===== src/rtl/config_loader_pkg.sv =====
// Shared types and defaults for the configuration scan-chain loader.
package config_loader_pkg;

  localparam int DEF_WORD_W = 32;
  localparam int DEF_CNT_W  = 16;

  typedef enum logic [1:0] {
    ST_IDLE  = 2'd0,
    ST_CLEAR = 2'd1,
    ST_LOAD  = 2'd2,
    ST_DONE  = 2'd3
  } state_t;

  function automatic int idx_width(input int w);
    return (w > 1) ? $clog2(w) : 1;
  endfunction

endpackage


===== src/rtl/cfg_word_serializer.sv =====
// One-word buffer that turns accepted stream words into a bit stream, LSB first.
// An empty buffer passes bit 0 of the incoming word straight through so intake costs no bubble.
module cfg_word_serializer
  import config_loader_pkg::*;
#(
  parameter int WORD_W = DEF_WORD_W
) (
  input  logic              clk,
  input  logic              rst_n,
  input  logic              i_flush,
  input  logic              i_active,
  input  logic              i_last,
  input  logic              i_take_bit,
  input  logic [WORD_W-1:0] i_s_data,
  input  logic              i_s_valid,
  output logic              o_s_ready,
  output logic              o_bit_valid,
  output logic              o_bit
);

  localparam int IDX_W = idx_width(WORD_W);
  localparam logic [IDX_W-1:0] LAST_IDX = IDX_W'(WORD_W - 1);

  logic [WORD_W-1:0] r_word;
  logic [IDX_W-1:0]  r_idx;
  logic              r_full;
  logic              w_at_end;
  logic              w_accept;

  // Refuse a new word while the final chain bit is leaving, so no word is over-consumed.
  assign w_at_end    = r_full && (r_idx == LAST_IDX);
  assign o_s_ready   = i_active && (!r_full || (w_at_end && !i_last));
  assign w_accept    = o_s_ready && i_s_valid;
  assign o_bit_valid = r_full || w_accept;
  assign o_bit       = r_full ? r_word[r_idx] : i_s_data[0];

  // Buffer and bit-index update.
  always_ff @(posedge clk or negedge rst_n) begin
    if (!rst_n) begin
      r_word <= '0;
      r_idx  <= '0;
      r_full <= 1'b0;
    end else if (i_flush) begin
      r_word <= '0;
      r_idx  <= '0;
      r_full <= 1'b0;
    end else if (i_take_bit) begin
      if (r_full && !w_at_end) begin
        r_idx <= r_idx + IDX_W'(1);
      end else if (w_accept && r_full) begin
        r_word <= i_s_data;
        r_idx  <= '0;
        r_full <= 1'b1;
      end else if (w_accept) begin
        r_word <= i_s_data;
        r_idx  <= (WORD_W > 1) ? IDX_W'(1) : '0;
        r_full <= (WORD_W > 1);
      end else begin
        r_full <= 1'b0;
      end
    end
  end

endmodule


===== src/rtl/config_chain_loader.sv =====
// Sequencer that clears a daisy-chained config scan chain, shifts in chain_len bits
// from a word stream, and flags any tail activity seen while the cleared chain fills.
module config_chain_loader
  import config_loader_pkg::*;
#(
  parameter int WORD_W     = DEF_WORD_W,
  parameter int CNT_W      = DEF_CNT_W,
  parameter int RST_CYCLES = 2
) (
  input  logic              config_clk,
  input  logic              config_reset,
  input  logic              start,
  input  logic [CNT_W-1:0]  chain_len,
  input  logic [WORD_W-1:0] s_data,
  input  logic              s_valid,
  output logic              s_ready,
  output logic              chain_in,
  output logic              chain_en,
  output logic              chain_rst,
  input  logic              chain_tail,
  output logic              busy,
  output logic              done,
  output logic              error
);

  localparam int RC_W = idx_width(RST_CYCLES + 1);

  state_t           r_state;
  logic [CNT_W-1:0] r_remaining;
  logic [RC_W-1:0]  r_rst_cnt;
  logic             r_chain_rst;
  logic             r_chain_en;
  logic             r_chain_in;
  logic             r_busy;
  logic             r_done;
  logic             r_error;
  logic             w_bit_valid;
  logic             w_bit;

  cfg_word_serializer #(.WORD_W(WORD_W)) u_ser (
    .clk         (config_clk),
    .rst_n       (config_reset),
    .i_flush     (r_state == ST_CLEAR),
    .i_active    (r_state == ST_LOAD),
    .i_last      (r_remaining == CNT_W'(1)),
    .i_take_bit  ((r_state == ST_LOAD) && w_bit_valid),
    .i_s_data    (s_data),
    .i_s_valid   (s_valid),
    .o_s_ready   (s_ready),
    .o_bit_valid (w_bit_valid),
    .o_bit       (w_bit)
  );

  // Load sequencer with registered chain controls and status.
  always_ff @(posedge config_clk or negedge config_reset) begin
    if (!config_reset) begin
      r_state     <= ST_IDLE;
      r_remaining <= '0;
      r_rst_cnt   <= '0;
      r_chain_rst <= 1'b0;
      r_chain_en  <= 1'b0;
      r_chain_in  <= 1'b0;
      r_busy      <= 1'b0;
      r_done      <= 1'b0;
      r_error     <= 1'b0;
    end else begin
      // A cleared chain must present 0 at its tail while it fills.
      if (r_chain_en && chain_tail) begin
        r_error <= 1'b1;
      end
      case (r_state)
        ST_IDLE: begin
          r_done     <= 1'b0;
          r_chain_en <= 1'b0;
          r_chain_in <= 1'b0;
          if (start) begin
            r_remaining <= chain_len;
            r_error     <= 1'b0;
            r_rst_cnt   <= RC_W'(RST_CYCLES - 1);
            r_chain_rst <= 1'b1;
            r_busy      <= 1'b1;
            r_state     <= ST_CLEAR;
          end else begin
            r_chain_rst <= 1'b0;
            r_busy      <= 1'b0;
          end
        end
        ST_CLEAR: begin
          if (r_rst_cnt == '0) begin
            r_chain_rst <= 1'b0;
            if (r_remaining == '0) begin
              r_done  <= 1'b1;
              r_state <= ST_DONE;
            end else begin
              r_state <= ST_LOAD;
            end
          end else begin
            r_rst_cnt <= r_rst_cnt - RC_W'(1);
          end
        end
        ST_LOAD: begin
          r_chain_en <= w_bit_valid;
          r_chain_in <= w_bit_valid & w_bit;
          if (w_bit_valid) begin
            r_remaining <= r_remaining - CNT_W'(1);
            if (r_remaining == CNT_W'(1)) begin
              r_done  <= 1'b1;
              r_state <= ST_DONE;
            end
          end
        end
        ST_DONE: begin
          r_done     <= 1'b0;
          r_chain_en <= 1'b0;
          r_chain_in <= 1'b0;
          r_busy     <= 1'b0;
          r_state    <= ST_IDLE;
        end
        default: begin
          r_chain_rst <= 1'b0;
          r_chain_en  <= 1'b0;
          r_chain_in  <= 1'b0;
          r_busy      <= 1'b0;
          r_done      <= 1'b0;
          r_state     <= ST_IDLE;
        end
      endcase
    end
  end

  assign chain_in  = r_chain_in;
  assign chain_en  = r_chain_en;
  assign chain_rst = r_chain_rst;
  assign busy      = r_busy;
  assign done      = r_done;
  assign error     = r_error;

endmodule


===== config.mk =====
export PLATFORM = sky130hd
export DESIGN_NAME = config_chain_loader
export DESIGN_NICKNAME = d
export VERILOG_FILES = /design/src/rtl/config_loader_pkg.sv /design/src/rtl/cfg_word_serializer.sv /design/src/rtl/config_chain_loader.sv
export SDC_FILE = /design/constraint.sdc
export NUM_CORES = 1
export LEC_CHECK = 0
export ABC_AREA = 1
export CELL_PAD_IN_SITES_DETAIL_PLACEMENT = 1
export CELL_PAD_IN_SITES_GLOBAL_PLACEMENT = 2
export CORE_MARGIN = 2
export CORE_UTILIZATION = 35
export DETAILED_ROUTE_END_ITERATION = 7
export PLACE_DENSITY_LB_ADDON = 0.1
export SLEW_MARGIN = 20
export SYNTH_ARGS = -nofsm -noshare
export SYNTH_HDL_FRONTEND = slang
export SYNTH_SLANG_ARGS = --single-unit

===== constraint.sdc =====
create_clock -name config_clk -period 4.2 [get_ports config_clk]
set_clock_uncertainty 0.05 [all_clocks]
set_input_delay 0.42 -clock config_clk [delete_from_list [all_inputs] [get_ports config_clk]]
set_output_delay 0.42 -clock config_clk [all_outputs]
set_load 0.01 [all_outputs]

# Word level (Yosys, flattened, before mapping)
# Index checks and enable logic that the tools add are counted.
# classes
mul,0
bitwise,1
n_lt_le_gt_ge,1
n_eq_ne,12
addsub,3
div,0
shift,0
muxes,43
reduce_logical,32
# op_table
operator,count
two-way mux 32 bit,5
two-way mux 16 bit,2
one-hot mux 16 bit (2 select lines),1
two-way mux 5 bit,5
two-way mux 1 bit,17
equality test 16 x 1 -> 1 bit (second input constant),1
zero test 16 bit,1
subtractor 16 x 1 -> 16 bit (second input constant),1
!= test 2 bit (second input constant),6
two-way mux 2 bit,5
nonzero test 2 bit,5
AND reduction 3 bit,3
logical AND 1 bit,8
one-hot mux 1 bit (2 select lines),4
one-hot mux 2 bit (4 select lines),1
AND reduction 4 bit,2
< comparator 5 x 6 -> 1 bit (second input constant),1
AND reduction 2 bit,3
adder 5 x 1 -> 5 bit (second input constant),1
binary-select mux 1 bit (select 5 bit),1
equality test 5 bit (second input constant),1
equality test 2 bit (second input constant),2
zero test 2 bit,2
one-hot mux 2 bit (2 select lines),1
10 further kinds,13
# totals
ram_bits,0
wordCells,104
rom_bits,0
latch_bits,0
register_bits,64
input_bits,53
n_memories,0

# Logic depth before layout (Yosys ltp)
# depth
ltp_word,11
ltp_mapped,12
mapped_depth_nobuf,11

# Cells and area by module
# From an unflattened synthesis, not the netlist that was laid out.
# hier_totals
cells_unflattened,513
area_unflattened_um2,3786.1
# by_module_without_submodules
mod,instances,cells_per_inst,area_per_inst_um2
cfg_word_serializer,1,256,2021.9
config_chain_loader,1,257,1764.2

# Least setup slack after synthesis
# No wires, ideal clock.
# synth_timing
path_type,reg-to-reg
start,register u_ser.r_idx[2]
end,register u_ser.r_word[23]
path_slack_ps,2449
path_stages_with_launch,12
setup_ps,74
period_less_slack_ps,1751
arrival_ps,1628
required_time_ps,4076
n_path_buf,2
path_cell_list,dfrtp_1 > clkbuf_1 > nand2_1 > nor2_1 > ha_1 > nor2_2 > nor2_2 > nand3_4 > nand2_8 > buf_6 > nand3_2 > o21ai_2
# synth_via
elab_chain_len,11
word_cells_on_any_way,19
cone_classes,2 x eq/ne; 4 x mux; 13 x reduce/logical
# synth_lines
item,line_no,source
from (decl),cfg_word_serializer.sv:25,logic [IDX_W-1:0] r_idx;
from (signal assigned),cfg_word_serializer.sv:49,r_idx <= r_idx + IDX_W'(1);
from (signal assigned),cfg_word_serializer.sv:56,r_idx <= (WORD_W > 1) ? IDX_W'(1) : '0;
equality test 5 bit *,cfg_word_serializer.sv:31,assign w_at_end = r_full && (r_idx == LAST_IDX);
logical AND 1 bit *,cfg_word_serializer.sv:31,
logical AND 1 bit,cfg_word_serializer.sv:32,assign o_s_ready = i_active && (!r_full || (w_at_end && !i_last));
logical OR 1 bit,cfg_word_serializer.sv:32,
logical AND 1 bit,cfg_word_serializer.sv:32,
logical AND 1 bit,cfg_word_serializer.sv:33,assign w_accept = o_s_ready && i_s_valid;
logical AND 1 bit,cfg_word_serializer.sv:50,end else if (w_accept && r_full) begin
two-way mux 32 bit,cfg_word_serializer.sv:50,
two-way mux 32 bit,cfg_word_serializer.sv:48,if (r_full && !w_at_end) begin
two-way mux 32 bit,cfg_word_serializer.sv:47,end else if (i_take_bit) begin
two-way mux 32 bit,cfg_word_serializer.sv:43,end else if (i_flush) begin
to (signal assigned),cfg_word_serializer.sv:51,r_word <= i_s_data;
to (signal assigned),cfg_word_serializer.sv:55,r_word <= i_s_data;
to (decl),cfg_word_serializer.sv:24,logic [WORD_W-1:0] r_word;
# Every way passes the cells marked *; elsewhere a longest branch is shown, timed or not. The select of a mux whose other input is x is not followed.
# A chain may end at the register's enable or synchronous reset.

# Worst setup path in the final report
# layout_timing
start,register u_ser.r_idx[1]
end,output port s_ready
# layout_via
elab_chain_len,5
# layout_lines
item,line_no,source
equality test 5 bit,cfg_word_serializer.sv:31,
logical AND 1 bit,cfg_word_serializer.sv:31,
logical AND 1 bit,cfg_word_serializer.sv:32,
logical OR 1 bit,cfg_word_serializer.sv:32,
logical AND 1 bit,cfg_word_serializer.sv:32,
to (decl),config_chain_loader.sv:16,"output logic s_ready,"
# No other way between the ends.

==> impl_metrics.json <==
{
  "outcome": "finished, final reports clean",
  "post_drt_wl_per_cell_um": 14.4,
  "start_util_pct": 35.6,
  "ir_drop_v": 0.000342,
  "track_usage_pct": 17.6,
  "synth_nets": 572,
  "die-area_um2": 12500,
  "clock_tree.buffer_depth": 2,
  "leakagePower_uw": 0.00231,
  "worstPathCellList": "ha_1, inv_1, nor2_1, ha_1, nor2_2, nor2_2, nand2_1, inv_1, clkdlybuf4s50_1",
  "rsz0062_at_grt": "no",
  "drive_gt1_share_pct": 18.0,
  "htreeDepth": 3,
  "core_um2": 11400,
  "vias": 3462,
  "finalHoldViolations": 0,
  "clk_pin_slew_ns": 0.05,
  "worst_pin_slew_ns": 0.959,
  "arrival_ns": 2.43,
  "period_share_pct": 69.1,
  "die_y_um": 112,
  "synth_warnings": 0,
  "fmax_mhz": 344,
  "routed_wl_mm": 10.2,
  "slew_violations": 0,
  "ys_types": 33,
  "setup-violations-final": 0,
  "drc": 0,
  "start_kind": "flop",
  "avgSynthCellArea_um2": 7.96,
  "fin_crit_ns": 2.90,
  "slew-limit-headroom_pct": 36.1,
  "drt_iter0_markers": 154,
  "finalWorstSetupSlack_ns": 1.30,
  "dpl.hpwl_mm": 7.33,
  "viasPerCell": 4.88,
  "drtPass1Iterations": 4,
  "slowest_delay_ns": 0.59,
  "crit_path_end_kind": "output port",
  "cts-buffers-inserted": 9,
  "row_count": 39,
  "cts.sinks": 64,
  "hold_buffers": 0,
  "netlist_area_um2": 4050,
  "dp_slack_ns": 1.60,
  "grt_pass1_wl_mm": 17.8,
  "antenna_found_initial": 0,
  "hold_path_class": "primary input to async pin",
  "n_antenna_cell": 0,
  "synthToLayoutAreaGrowth_pct": 24.1,
  "p_per_area_nw_per_um2": 766,
  "post_cts_buffers": 0,
  "gp_congestion": 0.816,
  "ctsResizeCount": 0,
  "crit_type": "flop to output port",
  "synth_cells": 509,
  "cts_tree": "done",
  "clk_latency_ns": 0.34,
  "io_pins": 60,
  "die_x_um": 112,
  "nets": 624,
  "seq_area_frac_synth_pct": 39.5,
  "grt_pass1_vias": 3693,
  "ys_ff_latch": 64,
  "cts_root_buf": "clkbuf_16",
  "io_buffers": 59,
  "nFillCells": 1392,
  "drv_cap": 0,
  "grt_start_max_net_pins": 62,
  "critPathMaxFanout": 12,
  "tns_ns": 0,
  "grt_overflow": 0,
  "antenna_left": 0,
  "critPathSlowestCell": "dfrtp_1",
  "worstPathRequired_ns": 3.73
}
per-stage QoR:
step / hold WS [ns] / cell area (um^2) / cells / power (uW) / util [%]
detailed placement: 0.424 / 4700 / 693 / 3060 / 41.3
CTS: 0.247 / 5030 / 709 / 3930 / 44.2
floorplan: 0.0744 / 4050 / 509 / 2620 / -
finish: 0.174 / 5030 / 709 / 3850 / 44.2
global route: 0.263 / 5030 / 709 / 4220 / 44.2
global placement: 0.419 / 4700 / 693 / 3000 / 41.3
placed cells by master, fill, tap and decap left out, drive strengths merged:
master / count
a21oi: 12
o22ai: 2
o21bai: 1
nand3: 66
nand2: 132
nor4: 3
nand4: 3
dfrtp: 64
or2: 1
inv: 69
bufinv: 2
o211ai: 4
nor2: 46
ha: 10
nand3b: 3
a31oi: 1
o21ai: 62
xnor2: 1
clkbuf: 14
buf: 5
clkdlybuf4s50: 58
o31ai: 4
xor2: 3
cell usage after synthesis, drive strengths merged:
cell type / number / share of area (%)
nor2: 46 / 5.2
o22ai: 2 / 0.31
ha: 10 / 3.1
o211ai: 4 / 0.74
buf: 16 / 3.2
xor2: 3 / 0.65
dfrtp: 64 / 40
a31oi: 1 / 0.15
nand4: 3 / 0.46
o21ai: 62 / 10
clkbuf: 6 / 0.56
o31ai: 4 / 0.74
nand2: 132 / 13
o21bai: 1 / 0.19
xnor2: 1 / 0.22
inv: 69 / 6.4
nor4: 3 / 0.46
a21oi: 12 / 1.6
nand3b: 3 / 0.56
or2: 1 / 0.15
nand3: 66 / 13
routing by layer:
layer  vias to the layer above  GRT usage (%)  share of wire, %
met4                         0           5.93               1.5
met1                      1650           22.0                46
met5                         -              0                 0
met3                        14           4.30               4.1
li1                       1744              -                 -
met2                        54           29.9                48
critical path, delay by kind of cell (launching register included):
family / cells / cell delay [ns]
simple gates: 4 / 0.42
buf+inv: 3 / 0.63
fa+ha+maj: 2 / 0.45
flops: 1 / 0.59
state kept, by name, indices dropped and copies added (netlist names), 2 cells and up:
register,cells
u_ser.r_word,32
r_rst_cnt,2
u_ser.r_idx,5
r_remaining,16
r_state,2
report_power, final:
part | leakage, uW | internal (uW) | switching [uW]
logic | 0.00134 | 668 | 1240
registers | 0.000802 | 898 | 196
clock network | 0.000163 | 569 | 284
total | 0.00231 | 2140 | 1720
worst paths after layout:
kind / startpoint / end / slack [ns] / depth (start not counted)
worst max register to register: r_state[0]$_DFFE_PN0P_ / r_remaining[7]$_DFFE_PN0P_ / 1.74 / 10
worst max-delay path: u_ser.r_idx[1]$_DFFE_PN0P_ / s_ready / 1.30 / 9
min in group config_clk: chain_rst$_DFFE_PN0P_ / chain_rst$_DFFE_PN0P_ / 0.44 / 2
worst min-delay path: config_reset / u_ser.r_word[2]$_DFFE_PN0P_ / 0.17 / 1
worst min register to register: chain_rst$_DFFE_PN0P_ / chain_rst$_DFFE_PN0P_ / 0.44 / 2
max in group asynchronous: config_reset / u_ser.r_idx[0]$_DFFE_PN0P_ / 3.00 / 2
cells by family after synthesis:
kind of cell,Yosys count,synth area share (%)
xor gates and xnor gates,4,0.865
buffers and inverters,91,10.1
and+or+nand+nor,254,32.4
adders and majority gates,10,3.09
AOI/OAI and AO/OA,86,14.0
DFF,64,39.5
cell type report:
type	instances	area, um^2	area share, %
clock buffer	14	274	5.45
clock inverter	2	60.1	1.19
inverter	69	259	5.15
multi-input combinational	354	2040	40.6
sequential	64	1600	31.8
tap	143	179	3.56
timing repair buffer	63	616	12.2
Power figures use the tool's default switching activity.
